--- config.mk ---
export PLATFORM = sky130hd
export DESIGN_NAME = tlc_conflict_monitor
export DESIGN_NICKNAME = d
export VERILOG_FILES = /design/src/rtl/tlc_pkg.sv /design/src/rtl/tlc_head_tracker.sv /design/src/rtl/tlc_conflict_monitor.sv
export SDC_FILE = /design/constraint.sdc
export NUM_CORES = 1
export LEC_CHECK = 0
export CORE_MARGIN = 5
export CORE_UTILIZATION = 50
export DETAILED_ROUTE_END_ITERATION = 8
export PLACE_DENSITY = 0.71
export SYNTH_ARGS = -nofsm -noshare
export SYNTH_HDL_FRONTEND = slang
export SYNTH_SLANG_ARGS = --single-unit
--- constraint.sdc ---
create_clock -name clk -period 4.09 [get_ports clk]
set_input_delay 1.0225 -clock clk [delete_from_list [all_inputs] [get_ports clk]]
set_output_delay 1.0225 -clock clk [all_outputs]
set_load 0.005 [all_outputs]
--- src/rtl/tlc_pkg.sv ---
// Shared definitions for the traffic-light conflict monitor: fault codes,
// head indices, FSM states and lamp-group types.
package tlc_pkg;

    localparam logic [2:0] FC_NONE     = 3'd0;
    localparam logic [2:0] FC_CONFLICT = 3'd1;
    localparam logic [2:0] FC_INVALID  = 3'd2;
    localparam logic [2:0] FC_SHORT_Y  = 3'd3;
    localparam logic [2:0] FC_SKIP_Y   = 3'd4;

    localparam logic [1:0] HD_12 = 2'd0;
    localparam logic [1:0] HD_34 = 2'd1;
    localparam logic [1:0] HD_5  = 2'd2;
    localparam logic [1:0] HD_6  = 2'd3;

    typedef enum logic [1:0] {
        ST_STARTUP = 2'd0,
        ST_RUN     = 2'd1,
        ST_FAULT   = 2'd2
    } state_t;

    typedef struct packed {
        logic r;
        logic y;
        logic g;
    } veh_t;

    typedef struct packed {
        logic r;
        logic g;
    } ped_t;

    localparam veh_t VEH_RED = 3'b100;
    localparam ped_t PED_RED = 2'b10;

endpackage

--- src/rtl/tlc_head_tracker.sv ---
// Per-vehicle-head history: previous sampled lamp and saturating yellow run
// length, producing skipped/short yellow pulses and a malformed-head flag.
module tlc_head_tracker
    import tlc_pkg::*;
#(
    parameter int MIN_YELLOW = 3,
    parameter int CW         = 6
) (
    input  logic clk,
    input  logic reset,
    input  veh_t lamp,
    output logic skip_y,
    output logic short_y,
    output logic invalid
);

    localparam logic [CW-1:0] YSAT = '1;

    veh_t          prev_q;
    logic [CW-1:0] ycnt_q;
    logic [CW-1:0] ycnt_d;

    // ycnt_q holds the yellow run length ending at the previous sample
    always_comb begin
        ycnt_d = '0;
        if (lamp.y) begin
            ycnt_d = (ycnt_q == YSAT) ? ycnt_q : ycnt_q + 1'b1;
        end
    end

    always_ff @(posedge clk or posedge reset) begin
        if (reset) begin
            prev_q <= VEH_RED;
            ycnt_q <= '0;
        end else begin
            prev_q <= lamp;
            ycnt_q <= ycnt_d;
        end
    end

    assign skip_y  = prev_q.g & lamp.r;
    assign short_y = prev_q.y & lamp.r & (ycnt_q < CW'(MIN_YELLOW));
    assign invalid = ($countones(lamp) != 1);

endmodule

--- src/rtl/tlc_conflict_monitor.sv ---
// Independent lamp watchdog: samples all lamp lines, detects conflicts,
// malformed heads and bad yellow intervals, and latches the first fault.
module tlc_conflict_monitor
    import tlc_pkg::*;
#(
    parameter int MIN_YELLOW = 3,
    parameter int PERSIST    = 2,
    parameter int STARTUP    = 4,
    parameter int CW         = 6
) (
    input  logic       clk,
    input  logic       reset,
    input  logic       T12R,
    input  logic       T12Y,
    input  logic       T12G,
    input  logic       T34R,
    input  logic       T34Y,
    input  logic       T34G,
    input  logic       T5R,
    input  logic       T5G,
    input  logic       T6R,
    input  logic       T6G,
    input  logic       clear,
    output logic       fault,
    output logic [2:0] fault_code,
    output logic [1:0] fault_head,
    output logic       force_flash,
    output logic       armed
);

    veh_t h12_q, h34_q;
    ped_t p5_q, p6_q;

    always_ff @(posedge clk or posedge reset) begin
        if (reset) begin
            h12_q <= VEH_RED;
            h34_q <= VEH_RED;
            p5_q  <= PED_RED;
            p6_q  <= PED_RED;
        end else begin
            h12_q <= {T12R, T12Y, T12G};
            h34_q <= {T34R, T34Y, T34G};
            p5_q  <= {T5R, T5G};
            p6_q  <= {T6R, T6G};
        end
    end

    logic skip12, short12, inv12;
    logic skip34, short34, inv34;

    tlc_head_tracker #(.MIN_YELLOW(MIN_YELLOW), .CW(CW)) u_h12 (
        .clk(clk), .reset(reset), .lamp(h12_q),
        .skip_y(skip12), .short_y(short12), .invalid(inv12)
    );

    tlc_head_tracker #(.MIN_YELLOW(MIN_YELLOW), .CW(CW)) u_h34 (
        .clk(clk), .reset(reset), .lamp(h34_q),
        .skip_y(skip34), .short_y(short34), .invalid(inv34)
    );

    logic          a12, a34, inv5, inv6;
    logic          c12_34, c12_5, c34_6;
    logic          static_any, trans_any, persist_hit, latch;
    logic [2:0]    static_code, trans_code, latch_code;
    logic [1:0]    static_head, trans_head, latch_head;
    logic [CW-1:0] pcnt_q, pcnt_d, scnt_q;
    state_t        state_q;
    logic [2:0]    code_q;
    logic [1:0]    head_q;
    logic          fault_q, armed_q;

    // Pedestrian heads only conflict with the vehicle head they cross
    always_comb begin
        a12    = h12_q.g | h12_q.y;
        a34    = h34_q.g | h34_q.y;
        c12_34 = a12 & a34;
        c12_5  = a12 & p5_q.g;
        c34_6  = a34 & p6_q.g;
        inv5   = ~(p5_q.r ^ p5_q.g);
        inv6   = ~(p6_q.r ^ p6_q.g);

        static_code = FC_NONE;
        static_head = HD_12;
        if (c12_34 | c12_5) begin
            static_code = FC_CONFLICT;
        end else if (c34_6) begin
            static_code = FC_CONFLICT;
            static_head = HD_34;
        end else if (inv12) begin
            static_code = FC_INVALID;
        end else if (inv34) begin
            static_code = FC_INVALID;
            static_head = HD_34;
        end else if (inv5) begin
            static_code = FC_INVALID;
            static_head = HD_5;
        end else if (inv6) begin
            static_code = FC_INVALID;
            static_head = HD_6;
        end
        static_any = (static_code != FC_NONE);

        trans_code = FC_NONE;
        trans_head = HD_12;
        if (skip12) begin
            trans_code = FC_SKIP_Y;
        end else if (skip34) begin
            trans_code = FC_SKIP_Y;
            trans_head = HD_34;
        end else if (short12) begin
            trans_code = FC_SHORT_Y;
        end else if (short34) begin
            trans_code = FC_SHORT_Y;
            trans_head = HD_34;
        end
        trans_any = (trans_code != FC_NONE);

        persist_hit = static_any && (pcnt_q >= CW'(PERSIST - 1));
        pcnt_d      = static_any ? pcnt_q + 1'b1 : '0;
        latch       = persist_hit | trans_any;
        latch_code  = persist_hit ? static_code : trans_code;
        latch_head  = persist_hit ? static_head : trans_head;
    end

    always_ff @(posedge clk or posedge reset) begin
        if (reset) begin
            state_q <= ST_STARTUP;
            scnt_q  <= '0;
            pcnt_q  <= '0;
            code_q  <= FC_NONE;
            head_q  <= HD_12;
            fault_q <= 1'b0;
            armed_q <= 1'b0;
        end else begin
            case (state_q)
                ST_STARTUP: begin
                    pcnt_q <= '0;
                    if (scnt_q == CW'(STARTUP)) begin
                        state_q <= ST_RUN;
                        scnt_q  <= '0;
                        armed_q <= 1'b1;
                    end else begin
                        scnt_q <= scnt_q + 1'b1;
                    end
                end
                ST_RUN: begin
                    if (latch) begin
                        state_q <= ST_FAULT;
                        code_q  <= latch_code;
                        head_q  <= latch_head;
                        fault_q <= 1'b1;
                        armed_q <= 1'b0;
                        pcnt_q  <= '0;
                    end else begin
                        pcnt_q <= pcnt_d;
                    end
                end
                ST_FAULT: begin
                    if (clear) begin
                        state_q <= ST_STARTUP;
                        code_q  <= FC_NONE;
                        head_q  <= HD_12;
                        fault_q <= 1'b0;
                        scnt_q  <= '0;
                        pcnt_q  <= '0;
                    end
                end
                default: begin
                    state_q <= ST_STARTUP;
                end
            endcase
        end
    end

    assign fault       = fault_q;
    assign force_flash = fault_q;
    assign fault_code  = code_q;
    assign fault_head  = head_q;
    assign armed       = armed_q;

endmodule

; ---- Word level (Yosys, flattened, before mapping)
; Index checks and enable logic that the tools add are counted.
[word_totals]
inputBits = 13
output_inout_bits = 8
ff_bits = 47
word_cells = 121
[op_classes]
mux = 47
n_addsub = 8
reduce_logical = 13
eq_ne = 12
n_bitwise = 15
magnitude_cmp = 3
[op_table]
columns = cell, count
row1 = 32-bit by 1-bit adder with 32-bit output, 2
row2 = "32-bit by 2-bit inequality test with 1-bit output, second input constant", 2
row3 = 6-bit two-way mux, 8
row4 = 2-bit two-way mux, 19
row5 = "6-bit by 1-bit adder with 6-bit output, second input constant", 4
row6 = 6-bit one-hot mux with 3 select lines, 1
row7 = 3-bit two-way mux, 5
row8 = "6-bit == test, second input constant", 2
row9 = "6-bit by 2-bit < comparator with 1-bit output, second input constant", 2
row10 = 6-bit one-hot mux with 2 select lines, 1
row11 = "2-bit inequality test, second input constant", 5
row12 = 1-bit bitwise AND, 9
row13 = 3-bit AND reduction, 3
row14 = 3-bit nonzero test, 3
row15 = 1-bit two-way mux, 8
row16 = "6-bit by 3-bit == test with 1-bit output, second input constant", 1
row17 = "6-bit by 1-bit greater-or-equal comparator with 1-bit output, second input constant", 1
row18 = 2-bit one-hot mux with 3 select lines, 1
row19 = 3-bit one-hot mux with 2 select lines, 1
row20 = 2-bit nonzero test, 3
row21 = 1-bit by 1-bit adder with 2-bit output, 2
row22 = 1-bit OR, 4
row23 = 1-bit one-hot mux with 2 select lines, 2
row24 = 2-bit one-hot mux with 2 select lines, 1
row25 = 6 further kinds, 8

; ---- Logic depth before layout (Yosys ltp)
; Gate-level depths: netlist of run 1.
[depth]
ltp_word = 12
depth_mapped = 9

; ---- Cells and area by module
; A second synthesis of run 1 with hierarchy kept.
[hier_totals]
hier_cells = 227
hier_area_um2 = 2372.3
[modules_own_cells]
columns = mod, n_inst, area_each_um2, cells_each
row1 = tlc_conflict_monitor, 1, 1473.9, 141
row2 = tlc_head_tracker (u_h12), 1, 455.4, 44
row3 = tlc_head_tracker (u_h34), 1, 442.9, 42

; ---- Least setup slack after synthesis of run 1
; No wires, ideal clock.
[synth_path]
kind = reg-to-reg
start = register h12_q[1] (netlist bit)
end = register code_q[1], in the netlist fault_code[1]
setup_ps = 122
path_stages_with_launch = 10
path_buffers = 0
slack_ps = 1596
t_arrival_ps = 2372
cell_sequence = dfrtp_1 inv_1 ha_1 ha_1 ha_1 or3b_4 nand4bb_4 o21a_4 o21a_1 a32o_1
[synth_between]
elab_chain_cells = 11
[synth_lines]
columns = element, line_no
row1 = start: declaration, tlc_conflict_monitor.sv:31  ; veh_t h12_q, h34_q;
row2 = start signal: assignment, tlc_conflict_monitor.sv:41  ; h12_q <= {T12R, T12Y, T12G};
row3 = 1-bit by 1-bit adder with 2-bit output (not written as such), tlc_head_tracker.sv:43  ; assign invalid = ($countones(lamp) != 1);
row4 = 32-bit by 1-bit adder with 32-bit output (not written as such), tlc_head_tracker.sv:43
row5 = 32-bit by 2-bit inequality test with 1-bit output, tlc_head_tracker.sv:43
row6 = 2-bit two-way mux, tlc_conflict_monitor.sv:89  ; end else if (inv12) begin
row7 = 2-bit two-way mux, tlc_conflict_monitor.sv:86  ; end else if (c34_6) begin
row8 = 2-bit two-way mux *, tlc_conflict_monitor.sv:84  ; if (c12_34 | c12_5) begin
row9 = 3-bit nonzero test, tlc_conflict_monitor.sv:101  ; static_any = (static_code != FC_NONE);
row10 = 1-bit logical AND, tlc_conflict_monitor.sv:118  ; persist_hit = static_any && (pcnt_q >= CW'(PERSIST - 1));
row11 = 3-bit two-way mux or 1-bit OR (tied branches), "tlc_conflict_monitor.sv:121, tlc_conflict_monitor.sv:120"
row12 = 3-bit two-way mux or 2-bit inequality test (tied branches), n/a
row13 = 3-bit one-hot mux with 2 select lines or 3-bit AND reduction (tied branches), n/a
row14 = end signal: assignment, tlc_conflict_monitor.sv:149  ; code_q <= latch_code;
row15 = end: declaration, tlc_conflict_monitor.sv:68  ; logic [2:0] code_q;
; Mark *: on every way between the ends. The rest lies on a longest branch, timed or not. The select of a mux whose other input is x is not followed.
; A chain may end at the register's enable or synchronous reset.

; ---- Worst setup path after layout of run 1
[layout_path]
start = register h12_q[1] (netlist bit)
end = register head_q[0], in the netlist fault_head[0]
[layout_between]
elab_chain_cells = 11
[layout_lines]
columns = element, line_no
row1 = 1-bit by 1-bit adder with 2-bit output (not written as such), tlc_head_tracker.sv:43
row2 = 32-bit by 1-bit adder with 32-bit output (not written as such), tlc_head_tracker.sv:43
row3 = 32-bit by 2-bit inequality test with 1-bit output, tlc_head_tracker.sv:43
row4 = 2-bit two-way mux, tlc_conflict_monitor.sv:89
row5 = 2-bit two-way mux, tlc_conflict_monitor.sv:86
row6 = 2-bit two-way mux, tlc_conflict_monitor.sv:84
row7 = 3-bit nonzero test, tlc_conflict_monitor.sv:101
row8 = 1-bit logical AND, tlc_conflict_monitor.sv:118
row9 = 2-bit two-way mux or 1-bit OR (tied branches), "tlc_conflict_monitor.sv:122, tlc_conflict_monitor.sv:120"
row10 = 2-bit two-way mux or 2-bit inequality test (tied branches), n/a
row11 = 2-bit one-hot mux with 2 select lines or 3-bit AND reduction (tied branches), n/a
row12 = end signal: assignment, tlc_conflict_monitor.sv:150  ; head_q <= latch_head;
row13 = end: declaration, tlc_conflict_monitor.sv:69  ; logic [1:0] head_q;
; Parallel ways exist; a longest one is shown, timed or not. The select of a mux whose other input is x is not followed.

==> impl_metrics.yaml, run 1 <==
cts:
  cts_resized: 0
  clk_latency_ps: 290
  clkTransAtPathRegs_ps: 80
  cts_tree: "built"
  h-tree-depth: 2
  postCtsSetupRepairBufs: 0
  clock_path_buffers: 2
  cts_sinks: 47
  hold_buffers: 0
  clock-root-buffer: "clkbuf_8"
  cts_made_buffers: 5
pwr:
  switching_share_pct: 30.7
  power_frac_seq_pct: 46.3
  ir_worst_vdd_mv: 0.201
  power.internal_w: 0.000929
  power_frac_clock_pct: 23.8
  pwr-share-comb_pct: 29.9
  switching_power_w: 0.000411
  power.density_nw_per_um2: 492
  leakagePower_nw: 1.27
run_status:
  status: "finished, final reports clean"
drt:
  via_per_inst: 5.51
  dr.pass1.iters: 4
  drt_iter0_drc: 72
  drtAntennaViolNets: 0
  routed_wl_um: 3990
  wl_per_cell_um: 13.7
  drcViolationCount: 0
  vias: 1603
synthesis:
  syn_inst: 212
  syn_nets: 242
  yosys.area.top_type_share_pct: 45.3
  yosysWarnings: 0
  async_flop_share_pct: 100
  ys_seq_area_share_pct: 49.8
  syn_area_sq_um: 2370
  ys_seq_elements: 47
  synth_edf_count: 0
  synth.avg_cell_area_sq_um: 11.2
  ys_top_cells_by_area: "dfrtp_1 45%, ha_1 7.9%, dfstp_2 4.4%, nand2_1 2.7%, inv_1 2.4%"
  synth_ff_type: "dfrtp_1"
  yosysUniqueCellTypes: 57
  synth.largest_area_cell: "dfrtp_1"
global_route:
  grt_overflow_total: 0
  grt_pass1_vias: 1535
  gr-usage-all-layers_pct: 14.0
  grt_max_degree: 48
  grt_pass1_wl_um: 6960
  grt_antenna_before_repair: 0
placement:
  dpl.cell_count: 284
  dp_hpwl_um: 2930
  portBuffers: 20
  placed_area_sq_um: 2620
  routabilityCongestion: 0.789
sta:
  clock-skew-final_ps: 3.51
  hold_violations: 0
  fmax_mhz: 372
  worst_slew_pin_slew_ps: 926
  rsz0062_at_grt: "false"
  max_slew_margin_pct: 38.2
  min_period_over_period_pct: 65.8
  slew_viol_final: 0
  hold_ws_ps: 406
  finalSetupViolCount: 0
  setup_tns_ps: 0
  period_minus_slack_ps: 2690
die:
  initial_core_util_pct: 50.9
  fp-row-count: 25
  die_w_um: 78.9
  dieArea_sq_um: 6230
  ios: 21
  die_h_um: 78.9
  core_sq_um: 4660
cells_and_area:
  n_antenna_cell: 0
  n_fill_cell: 404
  drive_above_1_share_pct: 8.86
  fin_cells: 291
  final_util_pct: 58.5
  final_net_count: 267
  finalInstanceArea_sq_um: 2730
  area_delta_synth_final_pct: 14.8
worst_setup_path:
  worst_setup_path_end_kind: "flip-flop"
  worstSetupPathType: "reg2reg"
  worstPathRequired_ps: 4300
  crit_arrival_ps: 2900
  startpoint: "h12_q[1]"
  path_max_fanout: 8
  worst_setup_path_start_kind: "flip-flop"
  r2r_start: "h12_q[1]"
min_path:
  hold_class: "reg2reg"
  min_from: "h12_q[0]"
flow_run:
  cap_violations: 0
sequential cells by signal, indices dropped and copies added (netlist names), 3 cells and up:
register and cells:
pcnt_q 6, h34_q 3, u_h12.ycnt_q 6, scnt_q 6, u_h34.ycnt_q 6, fault_code 3, h12_q 3
per-layer routing:
metal | routed length (um) | global-route usage, % | up-vias
li1 | - | - | 802
met1 | 1940 | 18.5 | 765
met2 | 1870 | 23.2 | 34
met3 | 152 | 3.17 | 2
met4 | 23 | 3.61 | 0
met5 | 0 | 0 | -
cell families after synthesis:
| kind of cell | count (synthesis) | synth area share (%) |
|---|---|---|
| AOI/OAI and AO/OA | 43 | 13.4 |
| xor gates and xnor gates | 7 | 2.58 |
| adders and majority gates | 17 | 9.59 |
| buffers and inverters | 17 | 3.16 |
| DFF | 47 | 49.8 |
| muxes | 6 | 2.58 |
| and+or+nand+nor | 75 | 18.9 |
path summary, 6_finish.rpt:
path / to / slack, ps / depth (start not counted)
min in group asynchronous: u_h12.ycnt_q[2] / 1250 / 2
max reg2reg: fault_head[0] / 1400 / 9
min: u_h12.prev_q[0] / 410 / 0
min reg2reg: u_h12.prev_q[0] / 410 / 0
max: fault_head[0] / 1400 / 9
max in group asynchronous: u_h34.prev_q[0] / 2250 / 2
cells in the final DEF, fill, tap and decap left out, types with 3 or more instances in the layout:
cell type	synthesis	final
nand3_1	8	8
nor3_1	6	6
a21oi_1	4	4
nor2_1	14	14
clkbuf_8	0	5
and3_1	3	3
xor2_1	4	4
dfstp_2	4	4
ha_1	15	15
inv_1	15	14
clkdlybuf4s50_1	0	20
xnor2_1	3	3
dfrtp_1	43	43
a22o_1	3	3
nand2_1	17	17
o21a_1	3	3
mux2i_1	5	5
a31oi_1	4	4
o21ai_0	9	9
power groups by stage:
stage               clock network, W  registers (W)  logic, W
global placement                   0       0.000626  0.000397
detailed placement                 0       0.000629  0.000402
finish                      0.000319       0.000620  0.000401
CTS                         0.000329       0.000621  0.000406
floorplan                          0       0.000609  0.000287
global route                0.000347       0.000634  0.000450
layout make-up:
class | count | area, sq um | share of cell area (%)
clock buffer | 6 | 72.6 | 2.66
timing repair buffer | 20 | 200 | 7.35
tap | 54 | 67.6 | 2.48
sequential | 47 | 1180 | 43.3
inverter | 15 | 56.3 | 2.07
clock inverter | 1 | 30.0 | 1.10
multi-input combinational | 148 | 1120 | 41.0
worst max-delay path, cell delays in order, from the launching register on:
cell and delay (ps):
dfrtp_1 400, inv_1 210, ha_1 280, ha_1 190
ha_1 200, or3b_4 380, nand4bb_4 220, o21a_4 250
o21ai_4 260, mux2i_1 220
cell usage after synthesis, types with 2 or more instances:
cell / n
nand2_1: 17
nor3b_1: 2
nor4bb_1: 2
nand4_1: 2
nor3_1: 6
mux2i_1: 5
or3b_4: 2
xnor2_1: 3
a32o_1: 2
a211oi_1: 2
o22a_1: 2
nand3_1: 8
o21a_1: 3
nor2_1: 14
a22oi_1: 2
dfstp_2: 4
inv_1: 15
nand2b_1: 2
a31oi_1: 4
a21oi_1: 4
a21o_1: 2
ha_1: 15
nand4bb_1: 2
dfrtp_1: 43
o21ai_0: 9
fa_1: 2
and3_1: 3
xor2_1: 4
a22o_1: 3
stage by stage:
| stage | setup WS [ps] | power (W) |
|---|---|---|
| 2_1_floorplan | 1600 | 0.000897 |
| 6_report | 1400 | 0.00134 |
| 3_3_place_gp | 1500 | 0.00102 |
| 3_5_place_dp | 1400 | 0.00103 |
| 4_1_cts | 1360 | 0.00136 |
| 5_1_grt | 1240 | 0.00143 |
No activity file was read; power rests on OpenSTA's default activity.
==> run 2, diff against run 1 <==
--- a/config.mk
+++ b/config.mk
@@ -8,7 +8,7 @@
 export CORE_MARGIN = 5
 export CORE_UTILIZATION = 50
 export DETAILED_ROUTE_END_ITERATION = 8
-export PLACE_DENSITY = 0.71
+export PLACE_DENSITY = 0.73
 export SYNTH_ARGS = -nofsm -noshare
 export SYNTH_HDL_FRONTEND = slang
 export SYNTH_SLANG_ARGS = --single-unit
==> constraint.sdc (replaced) <==
create_clock -name clk -period 2.3 [get_ports clk]
set_input_delay 0.575 -clock clk [delete_from_list [all_inputs] [get_ports clk]]
set_output_delay 0.575 -clock clk [all_outputs]
set_load 0.005 [all_outputs]
==> impl_metrics.yaml, run 2 (same netlist as run 1, synthesis figures left out) <==
run_status:
  status: "finished with violations"
  violations: "negative setup slack"
die:
  fp-row-count: 25
  core_sq_um: 4660
  initial_core_util_pct: 50.9
  dieArea_sq_um: 6230
  ios: 21
  die_h_um: 78.9
  die_w_um: 78.9
cells_and_area:
  n_fill_cell: 386
  area_delta_synth_final_pct: 24.2
  final_common_cell: "dfrtp_1"
  final_net_count: 287
  drive_above_1_share_pct: 21.7
  final_util_pct: 63.2
  fin_cells: 312
  n_antenna_cell: 0
  layout_common_cells: "43 x dfrtp_1, 20 x clkdlybuf4s50_1, 20 x buf_4, 17 x nand2_1, 14 x nor2_1"
drt:
  via_per_inst: 5.38
  drt_iter0_drc: 78
  wl_per_cell_um: 13.5
  drtAntennaViolNets: 0
  routed_wl_um: 4210
  vias: 1679
  dr.pass1.iters: 4
  drcViolationCount: 0
worst_setup_path:
  r2r_start: "h12_q[2]"
  path_max_fanout: 7
  startpoint: "h12_q[2]"
  worst_setup_path_start_kind: "flip-flop"
  crit_arrival_ps: 2630
  r2r_setup_slack_ps: -110
  critPathBufInv: 1
  cp_cell_sequence: "inv_2, fa_1, or3b_4, nand4bb_4, o21a_4, o21ai_4, mux2i_1"
  worst_setup_path_end_kind: "flip-flop"
  crit_family: "simple AND/OR/NAND/NOR gates"
  r2r-end: "fault_head[1]"
  cp_num_cells: 7
  slowest_stage: "dfstp_2"
  worstSetupPathType: "reg2reg"
  worstPathRequired_ps: 2520
  ff2ff_path_depth: 7
  max_stage_delay_ps: 540
sta:
  max_slew_margin_pct: 73.5
  clock-skew-final_ps: 8.44
  fmax_mhz: 415
  period_minus_slack_ps: 2410
  setup_tns_ps: -581
  hold_violations: 0
  slew_viol_final: 0
  worst_slew_pin_slew_ps: 397
  layout_setup_ws_ps: -107
  finalSetupViolCount: 13
  hold_ws_ps: 493
  rsz0062_at_grt: "true"
  min_period_over_period_pct: 105
placement:
  portBuffers: 20
  dpl.cell_count: 302
  routabilityCongestion: 0.850
  dp_hpwl_um: 3270
global_route:
  grt_pass1_wl_um: 7600
  grt_pass1_vias: 1700
  grt_max_degree: 18
  grt_overflow_total: 0
  grt_antenna_before_repair: 0
  gr-usage-all-layers_pct: 15.4
cts:
  clkTransAtPathRegs_ps: 90
  clk_latency_ps: 300
  clock_path_buffers: 2
  cts_sinks: 47
  hold_buffers: 0
  h-tree-depth: 2
  cts_made_buffers: 5
  clock-root-buffer: "clkbuf_8"
  cts_tree: "built"
pwr:
  pwr-share-comb_pct: 31.4
  switching_power_w: 0.000769
  power_w: 0.00251
  leakagePower_nw: 1.37
  power_frac_clock_pct: 24.5
  power_frac_seq_pct: 44.1
  switching_share_pct: 30.6
  ir_worst_vdd_mv: 0.416
  power.internal_w: 0.00174
  power.density_nw_per_um2: 853
min_path:
  min_path_cells: 1
  hold_class: "reg2reg"
  min_from: "armed"
  whs_endpoint: "armed"
flow_run:
  cap_violations: 0
## run 2: cell types whose count changed in the layout (fill, tap and decap cells not counted), moves of 3 or more
cell	delta
buf_4	+20
ha_2	+3
inv_1	-5
ha_1	-6
inv_2	+5
ha_4	+3
## run 2: metal layers
layer | wire (um) | GRT usage (%) | up-vias | share of wire [%]
li1 | - | - | 849 | -
met1 | 1940 | 19.5 | 791 | 46
met2 | 2030 | 26.1 | 32 | 48
met3 | 178 | 3.29 | 7 | 4.2
met4 | 65 | 5.15 | 0 | 1.5
met5 | 0 | 0 | - | 0
## run 2: how the worst max path moves through the flow
stage | end | slack (ps)
3_5_place_dp | fault_head[1] | -170
5_1_grt | fault_head[1] | -220
2_1_floorplan | fault_code[1] | -120
4_1_cts | fault_head[1] | -140
6_report | fault_head[1] | -110
3_3_place_gp | fault_head[0] | -100
## run 2: area by class of cell
| class | instances | area [sq um] | share of cell area (%) |
|---|---|---|---|
| clock buffers | 6 | 82.6 | 2.80 |
| clock inverters | 2 | 35.0 | 1.19 |
| inverters | 15 | 56.3 | 1.91 |
| multi-input cells | 148 | 1170 | 39.9 |
| flip-flops and latches | 47 | 1180 | 40.1 |
| well taps | 54 | 67.6 | 2.29 |
| repair buffers | 40 | 350 | 11.9 |
## run 2: what timing repair did
action,in CTS,in global routing
setup buffers,0,2
pin swaps,9,4
resized for setup,6,2
endpoints found under the setup margin,14,14
## run 2: metrics by stage
stage               setup WS (ps)  instance area [sq um]
floorplan                    -122                   2390
global placement             -103                   2780
detailed placement           -174                   2780
CTS                          -137                   2920
global route                 -221                   2950
finish                       -107                   2950
## run 2: power by group through the flow
stage / clock, W / combinational [W] / sequential (W)
2_1_floorplan: 0 / 0.000516 / 0.00108
3_3_place_gp: 0 / 0.000749 / 0.00111
3_5_place_dp: 0 / 0.000765 / 0.00112
4_1_cts: 0.000634 / 0.000774 / 0.00110
5_1_grt: 0.000676 / 0.000897 / 0.00113
6_report: 0.000616 / 0.000790 / 0.00111
